[src/rtl/store_queue.sv]
// Post-commit store buffer: drains committed stores to memory in order and forwards
// buffered (and same-cycle incoming) store bytes to two load ports.
// Width encoding (RISC-V funct3 style): [2]=unsigned load, [1:0]=0 byte, 1 half, 2 word.
module store_queue #(
  parameter int unsigned DEPTH     = 4,
  parameter int unsigned DEPTH_LOG = 2
) (
  input  logic        clk,
  input  logic        reset,
  input  logic        we,
  input  logic [31:0] wa,
  input  logic [31:0] wd,
  input  logic [2:0]  wm,
  output logic        full,
  output logic        empty,
  output logic        overflow,
  output logic        mem_we,
  output logic [31:0] mem_wa,
  output logic [31:0] mem_wd,
  output logic [2:0]  mem_wm,
  input  logic        mem_ack,
  input  logic [31:0] la           [2],
  input  logic [2:0]  lm           [2],
  output logic        fwd_hit      [2],
  output logic [31:0] fwd_data     [2],
  output logic        fwd_conflict [2]
);
  localparam logic [DEPTH_LOG:0]   FullCount = (DEPTH_LOG+1)'(DEPTH);
  localparam logic [DEPTH_LOG:0]   CntOne    = (DEPTH_LOG+1)'(1);
  localparam logic [DEPTH_LOG-1:0] PtrOne    = DEPTH_LOG'(1);

  logic [DEPTH_LOG-1:0] head, tail;
  logic [DEPTH_LOG:0]   count;
  logic                 push, pop;

  logic [29:0] e_word [DEPTH];
  logic [3:0]  e_mask [DEPTH];
  logic [31:0] e_lane [DEPTH];
  logic [31:0] e_addr [DEPTH];
  logic [2:0]  e_mode [DEPTH];
  logic [31:0] e_data [DEPTH];

  logic [3:0]  in_mask;
  logic [31:0] in_lane;

  function automatic logic [3:0] byte_mask(input logic [1:0] off, input logic [2:0] mode);
    logic [6:0] m;
    case (mode[1:0])
      2'd0:    m = 7'b000_0001 << off;
      2'd1:    m = 7'b000_0011 << off;
      default: m = 7'b000_1111;
    endcase
    return m[3:0];
  endfunction

  assign empty   = (count == '0);
  assign full    = (count == FullCount);
  assign mem_we  = !empty;
  assign pop     = mem_we && mem_ack;
  assign push    = we && (!full || pop);
  assign in_mask = byte_mask(wa[1:0], wm);
  assign in_lane = wd << {wa[1:0], 3'b000};

  assign mem_wa = e_addr[head];
  assign mem_wd = e_data[head];
  assign mem_wm = e_mode[head];

  always_ff @(posedge clk or negedge reset) begin
    if (!reset) begin
      head     <= '0;
      tail     <= '0;
      count    <= '0;
      overflow <= 1'b0;
    end else begin
      if (push) tail <= tail + PtrOne;
      if (pop)  head <= head + PtrOne;
      if (push && !pop)      count <= count + CntOne;
      else if (pop && !push) count <= count - CntOne;
      if (we && !push) overflow <= 1'b1;
    end
  end

  // Entry payload is deliberately not reset; only the pointers define validity.
  always_ff @(posedge clk) begin
    if (push) begin
      e_word[tail] <= wa[31:2];
      e_mask[tail] <= in_mask;
      e_lane[tail] <= in_lane;
      e_addr[tail] <= wa;
      e_mode[tail] <= wm;
      e_data[tail] <= wd;
    end
  end

  always_comb begin : fwd
    logic [3:0]           lmask, sup, got;
    logic [31:0]          asm_word, shifted;
    logic [DEPTH_LOG-1:0] idx;
    for (int p = 0; p < 2; p++) begin
      lmask    = byte_mask(la[p][1:0], lm[p]);
      sup      = '0;
      asm_word = '0;
      // Walk oldest to youngest so younger stores overwrite older ones lane by lane.
      for (int unsigned k = 0; k < DEPTH; k++) begin
        idx = head + DEPTH_LOG'(k);
        if (((DEPTH_LOG+1)'(k) < count) && (e_word[idx] == la[p][31:2])) begin
          for (int b = 0; b < 4; b++) begin
            if (e_mask[idx][b]) begin
              sup[b]            = 1'b1;
              asm_word[8*b +: 8] = e_lane[idx][8*b +: 8];
            end
          end
        end
      end
      if (push && (wa[31:2] == la[p][31:2])) begin
        for (int b = 0; b < 4; b++) begin
          if (in_mask[b]) begin
            sup[b]            = 1'b1;
            asm_word[8*b +: 8] = in_lane[8*b +: 8];
          end
        end
      end
      got             = sup & lmask;
      fwd_hit[p]      = (got == lmask);
      fwd_conflict[p] = (got != '0) && (got != lmask);
      shifted         = asm_word >> {la[p][1:0], 3'b000};
      fwd_data[p]     = '0;
      if (fwd_hit[p]) begin
        case (lm[p][1:0])
          2'd0:    fwd_data[p] = {{24{~lm[p][2] & shifted[7]}}, shifted[7:0]};
          2'd1:    fwd_data[p] = {{16{~lm[p][2] & shifted[15]}}, shifted[15:0]};
          default: fwd_data[p] = shifted;
        endcase
      end
    end
  end
endmodule
[config.mk]
export PLATFORM = sky130hd
export DESIGN_NAME = store_queue
export DESIGN_NICKNAME = d
export VERILOG_FILES = /design/src/rtl/store_queue.sv
export SDC_FILE = /design/constraint.sdc
export NUM_CORES = 2
export LEC_CHECK = 0
export ABC_AREA = 1
export CORE_MARGIN = 2
export CORE_UTILIZATION = 35
export CTS_BUF_LIST = sky130_fd_sc_hd__clkbuf_8
export DETAILED_ROUTE_END_ITERATION = 8
export PLACE_DENSITY = 0.58
export SYNTH_ARGS = -nofsm -noshare
export SYNTH_HDL_FRONTEND = slang
export SYNTH_SLANG_ARGS = --single-unit
[constraint.sdc]
create_clock -name clk -period 16.7 [get_ports clk]
set_input_delay 3.34 -clock clk [delete_from_list [all_inputs] [get_ports clk]]
set_output_delay 3.34 -clock clk [all_outputs]
set_load 0.01 [all_outputs]
# ---- Word-level counts from Yosys, hierarchy flattened
# Memory sizes are Yosys's and may differ from the RTL's.
# Index checks and enable logic that the tools add are counted.
dict set report word_totals {
  register_bits 8
  latch_bits 0
  ram_bits 532
  rom_bits 0
  output_inout_bits 139
  n_memories 6
}
# memory depth word_bits rd rd_clocked_by_memory_dff wr line
set memory_table {}
lappend memory_table {e_addr 4 32 1 0 1 39} ;# logic [31:0] e_addr [DEPTH];
lappend memory_table {e_data 4 32 1 0 1 41} ;# logic [31:0] e_data [DEPTH];
lappend memory_table {e_lane 4 32 4 0 1 38} ;# logic [31:0] e_lane [DEPTH];
lappend memory_table {e_word 4 30 4 0 1 36} ;# logic [29:0] e_word [DEPTH];
lappend memory_table {e_mask 4 4 4 0 1 37} ;# logic [3:0] e_mask [DEPTH];
lappend memory_table {e_mode 4 3 1 0 1 40} ;# logic [2:0] e_mode [DEPTH];
dict set report op_classes {
  add_sub_neg 6
  multipliers 0
  div_mod_pow 0
  order_cmp 4
  n_eq_ne 18
  shift 9
  muxes 103
  n_bitwise 8
  reduce_logical 29
}
# cell count
set op_table {}
lappend op_table {{two-way mux 32 bit} 12}
lappend op_table {{== test 30 bit} 10}
lappend op_table {{two-way mux 8 bit} 36}
lappend op_table {{one-hot mux 32 bit (2 select lines)} 2}
lappend op_table {{right shift 32 x 5 -> 32 bit} 2}
lappend op_table {{two-way mux 4 bit} 10}
lappend op_table {{two-way mux 1 bit} 38}
lappend op_table {{left shift 32 x 5 -> 32 bit} 1}
lappend op_table {{one-hot mux 4 bit (2 select lines)} 3}
lappend op_table {{logical AND 1 bit} 17}
lappend op_table {{left shift 1 x 2 -> 4 bit, first input constant} 3}
lappend op_table {{left shift 2 x 2 -> 4 bit, first input constant} 3}
lappend op_table {{AND 4 bit} 2}
lappend op_table {{== test 4 bit} 2}
lappend op_table {{!= test 4 bit} 2}
lappend op_table {{nonzero test 4 bit} 2}
lappend op_table {{== test 2 x 1 -> 1 bit, second input constant} 3}
lappend op_table {{zero test 2 bit} 3}
lappend op_table {{less-than comparator 1 x 3 -> 1 bit, first input constant} 2}
lappend op_table {{less-than comparator 2 x 3 -> 1 bit, first input constant} 2}
lappend op_table {{two-way mux 3 bit} 2}
lappend op_table {{adder 2 x 1 -> 2 bit, second input constant} 2}
lappend op_table {{adder 2 bit, second input constant} 2}
lappend op_table {{AND 1 bit} 4}
lappend op_table {{other kinds (8)} 12}

# ---- Depth between registers and ports, before layout
# An unclocked memory read counts as a cell.
dict set report depth {
  ltp_word 16
  depth_mapped 30
  ltp_nobuf 26
}

# ---- Worst setup path after synthesis
# Ideal clock, no wire load.
dict set report synth_path {
  path_kind {input to output}
  startpoint {input port la[40] (netlist bit)}
  endpoint {output port fwd_data[53] (netlist bit)}
  arrival_ps 5636
  required_ps 13360
  setup_slack_ps 7724
  stages 17
  n_path_buf 2
  path_cell_list {buf_2 -> inv_1 -> nand2_1 -> nand2_1 -> or3_1 -> nor3_1 -> nand2_1 -> nor2_1 -> nand2_1 -> nand3_1 -> nand2_1 -> nand2_1 -> nand3_4 -> nand3_2 -> nand2_4 -> buf_6 -> nor2_2}
}
# element line
set synth_rtl {}
lappend synth_rtl {{start: declaration} 22} ;# input logic [31:0] la [2],
lappend synth_rtl {{end: declaration} 25} ;# output logic [31:0] fwd_data [2],

==> impl_metrics.env <==
export IMPL_ff_latch_area_um2=12580
export IMPL_grt_max_degree=132
export IMPL_maxCapViolCount=0
export IMPL_cts_buffers=78
export IMPL_insertion_delay_ns=0.76
export IMPL_drv_slew=0
export IMPL_grt_pass1_vias=34190
export IMPL_multiInputGateArea_um2=18230
export IMPL_cts_resized_gates=0
export IMPL_synth_top_area_share_pct=36.46
export IMPL_cts_setup_buffers=0
export IMPL_rsz0062_at_grt="no"
export IMPL_irDropWorstVdd_v=0.0001149
export IMPL_synth_warnings=0
export IMPL_io_buffers=279
export IMPL_final_layout_size_suffix_gt1_share_pct=4.525
export IMPL_arrival_ns=8.72
export IMPL_grt_total_usage_pct=36.11
export IMPL_cts_tree="yes"
export IMPL_initial_core_util_pct=35.19
export IMPL_totalWireLength_um=184100
export IMPL_fmax_ghz=0.08295
export IMPL_synth_area_leaders="edfxtp_1, nand2_1, nand3_1"
export IMPL_highest_layer="met5"
export IMPL_syn_nets=5326
export IMPL_drc_errors=0
export IMPL_power_leakage_uw=0.01751
export IMPL_cp_top_family="simple AND/OR/NAND/NOR gates"
export IMPL_fin_nets=5529
export IMPL_status="complete, no violations"
export IMPL_clkTransAtPathRegs_ns=0.06
export IMPL_wl_per_cell_um=27.41
export IMPL_place_congestion=1.124
export IMPL_wl_met3_um=20100
export IMPL_row_count=114
export IMPL_dieArea_um2=99450
export IMPL_synth_yosys_seq_area_share_pct=37.05
export IMPL_finalHoldViolCount=0
export IMPL_io_pins=280
export IMPL_clock_tree_buffer_depth=3
export IMPL_cp_slowest_stage_delay_ns=0.87
export IMPL_max_slew_margin_pct=12.71
export IMPL_die_h_um=315.4
export IMPL_critPathBufInv=4
export IMPL_reg2reg_slack_ns=12.90
export IMPL_drt_first_pass_iters=6
export IMPL_critPathSlowestCell="clkdlybuf4s50_1"
export IMPL_path_class="input port to primary output"
export IMPL_ys_types=54
export IMPL_n_fill_cell=10400
export IMPL_syn_to_final_growth_pct=15.64
export IMPL_crit_top_cell="nand2_1"
export IMPL_p_total_uw=7283
export IMPL_cts_root_buf="clkbuf_8"
export IMPL_syn_area_um2=33930
export IMPL_whs_ns=0.4797
export IMPL_cp_max_fo=26
export IMPL_fin_crit_sh_pct=72.19
export IMPL_die_x_um=315.4
export IMPL_yosys_area_top_type="edfxtp_1"
export IMPL_cts_hold_fix_buffers=0
export IMPL_num_vias=38170
export IMPL_drt_iter0_drc=5614
export IMPL_clock_sinks=420
export IMPL_power_density_nw_per_um2=185.6
export IMPL_path_cells="clkdlybuf4s50_1 > xor2_1 > nor4_1 > nand4_1 > nor3_1 > nand2_1 > inv_1 > nand2_1 > nand2_1 > nor4_1 > nand2_1 > nand2_1 > nor2_4 > nand2_1 > nor2_1 > o21ai_0 > inv_1 > clkdlybuf4s50_1"
export IMPL_preCtsSetupSlack_ns=4.902
export IMPL_ys_ff_latch=420
export IMPL_place_area_um2=37790
export IMPL_synthCells=5176
export IMPL_fin_skew_ns=0.08709
export IMPL_cts_htree_levels=3
export IMPL_hold_path_class="register to register"
export IMPL_hpwl_um=147500
export IMPL_finalCriticalPeriod_ns=12.06
export IMPL_grt_first_pass_wirelength_um=255600
export IMPL_met1_length_um=81170
export IMPL_antenna_found_initial=8
export IMPL_setup_violations=0
export IMPL_max_slew_worst_pin_slew_ns=1.296
export IMPL_final_area_um2=39230
export IMPL_setup_slack_ns=4.645
export IMPL_worst_setup_path_end_kind="primary output"
export IMPL_via_per_inst=5.683
export IMPL_totalNegativeSetupSlack_ns=0
export IMPL_core_um2=96420
export IMPL_required_ns=13.36
export IMPL_dr_wl_met2_um=75250
export IMPL_final_antenna_net_count=0
export IMPL_synth_area_per_cell_um2=6.555
export IMPL_grt_remaining_overflow=0
export IMPL_cp_start_kind="input port"
cells by family after synthesis:
logic type / Yosys count / synth area share, %
AO/OA/AOI/OAI: 609 / 9.817
XOR/XNOR: 91 / 2.349
flip-flops: 420 / 37.05
adder cells (fa/ha/maj): 9 / 0.3319
buffers and inverters: 789 / 9.348
multiplexers: 17 / 0.5015
AND/OR/NAND/NOR: 3241 / 40.60
Yosys cell counts (all sizes together):
library cell and n:
nor2b 5, o21bai 1, o22ai 6, a211oi 6, nand3 712, o211ai 26, or3 1, a31oi 4
edfxtp 412, a22oi 46, nor4 9, inv 572, a21oi 58, and3 4, nand4 108, buf 117
nor3b 2, dfrtp 8, xor2 69, xnor2 22, and2 4, nand2 1942, o2111ai 1, clkbuf 89
or2 18, a21boi 1, nor3 32, o21a 7, clkinv 11, a31o 2, nor2 383, o21ai 443
mux2i 17, ha 9, nand2b 2, nand3b 19, a221oi 7, o221ai 1
registers in the layout, indices dropped and copies added, names as in the netlist:
name / flops
e_addr: 124
head: 2
e_lane: 128
e_mask: 16
overflow: 1
count: 3
e_data: 128
e_mode: 12
e_word: 4
tail: 2
where the power goes:
part	switching (uW)	internal, uW	leakage, uW	total (uW)
clock	491	483	0.000790	974
sequential	112	1400	0.00388	1510
combinational	3650	1150	0.0128	4800
path summary, 6_finish.rpt:
kind	cells past startpoint	from	endpoint
max	18	wa[7]	fwd_data[6]
min	1	overflow$_DFFE_PN0P_	overflow$_DFFE_PN0P_
max reg2reg	8	count[0]$_DFFE_PN0P_	e_lane[2][22]$_DFFE_PP_
min reg2reg	1	overflow$_DFFE_PN0P_	overflow$_DFFE_PN0P_
max in group asynchronous	1	reset	head[1]$_DFFE_PN0P_
min in group asynchronous	1	reset	count[2]$_DFFE_PN0P_
stage by stage:
step           util, %  cells
2_1_floorplan        -   5176
3_3_place_gp     39.19   6575
3_5_place_dp     39.19   6575
4_1_cts          40.68   6713
5_1_grt          40.68   6714
6_report         40.69   6717
routing by layer:
metal | vias up | track usage, %
met2 | 2235 | 51.94
met4 | 8 | 13.25
li1 | 17440 | -
met5 | - | 0
met3 | 337 | 7.877
met1 | 18150 | 52.73
final cells by class:
class	instances	share of cell area [%]
antenna	4	0.02551
inverter	583	5.603
tap	1276	4.069
multi-input combinational	3967	46.47
timing repair buffer	329	8.107
sequential	420	32.06
clock buffer	81	2.841
clock inverter	57	0.8228
layout by cell type, fill, tap and decap left out, types with 17 or more instances in the layout:
master	Yosys	final
nand2_1	1931	1931
nand3_1	701	701
inv_1	554	571
edfxtp_1	412	412
o21ai_0	410	409
nor2_1	356	352
clkdlybuf4s50_1	0	279
nand4_1	107	107
clkbuf_8	0	81
xor2_1	69	69
a21oi_1	58	58
buf_4	9	49
a22oi_1	46	46
clkinv_1	11	33
o21ai_1	31	32
nor3_1	31	31
o211ai_1	26	26
xnor2_1	22	22
nand3b_1	19	19
nor2_2	19	19
mux2i_1	17	17
Power figures use the tool's default switching activity.
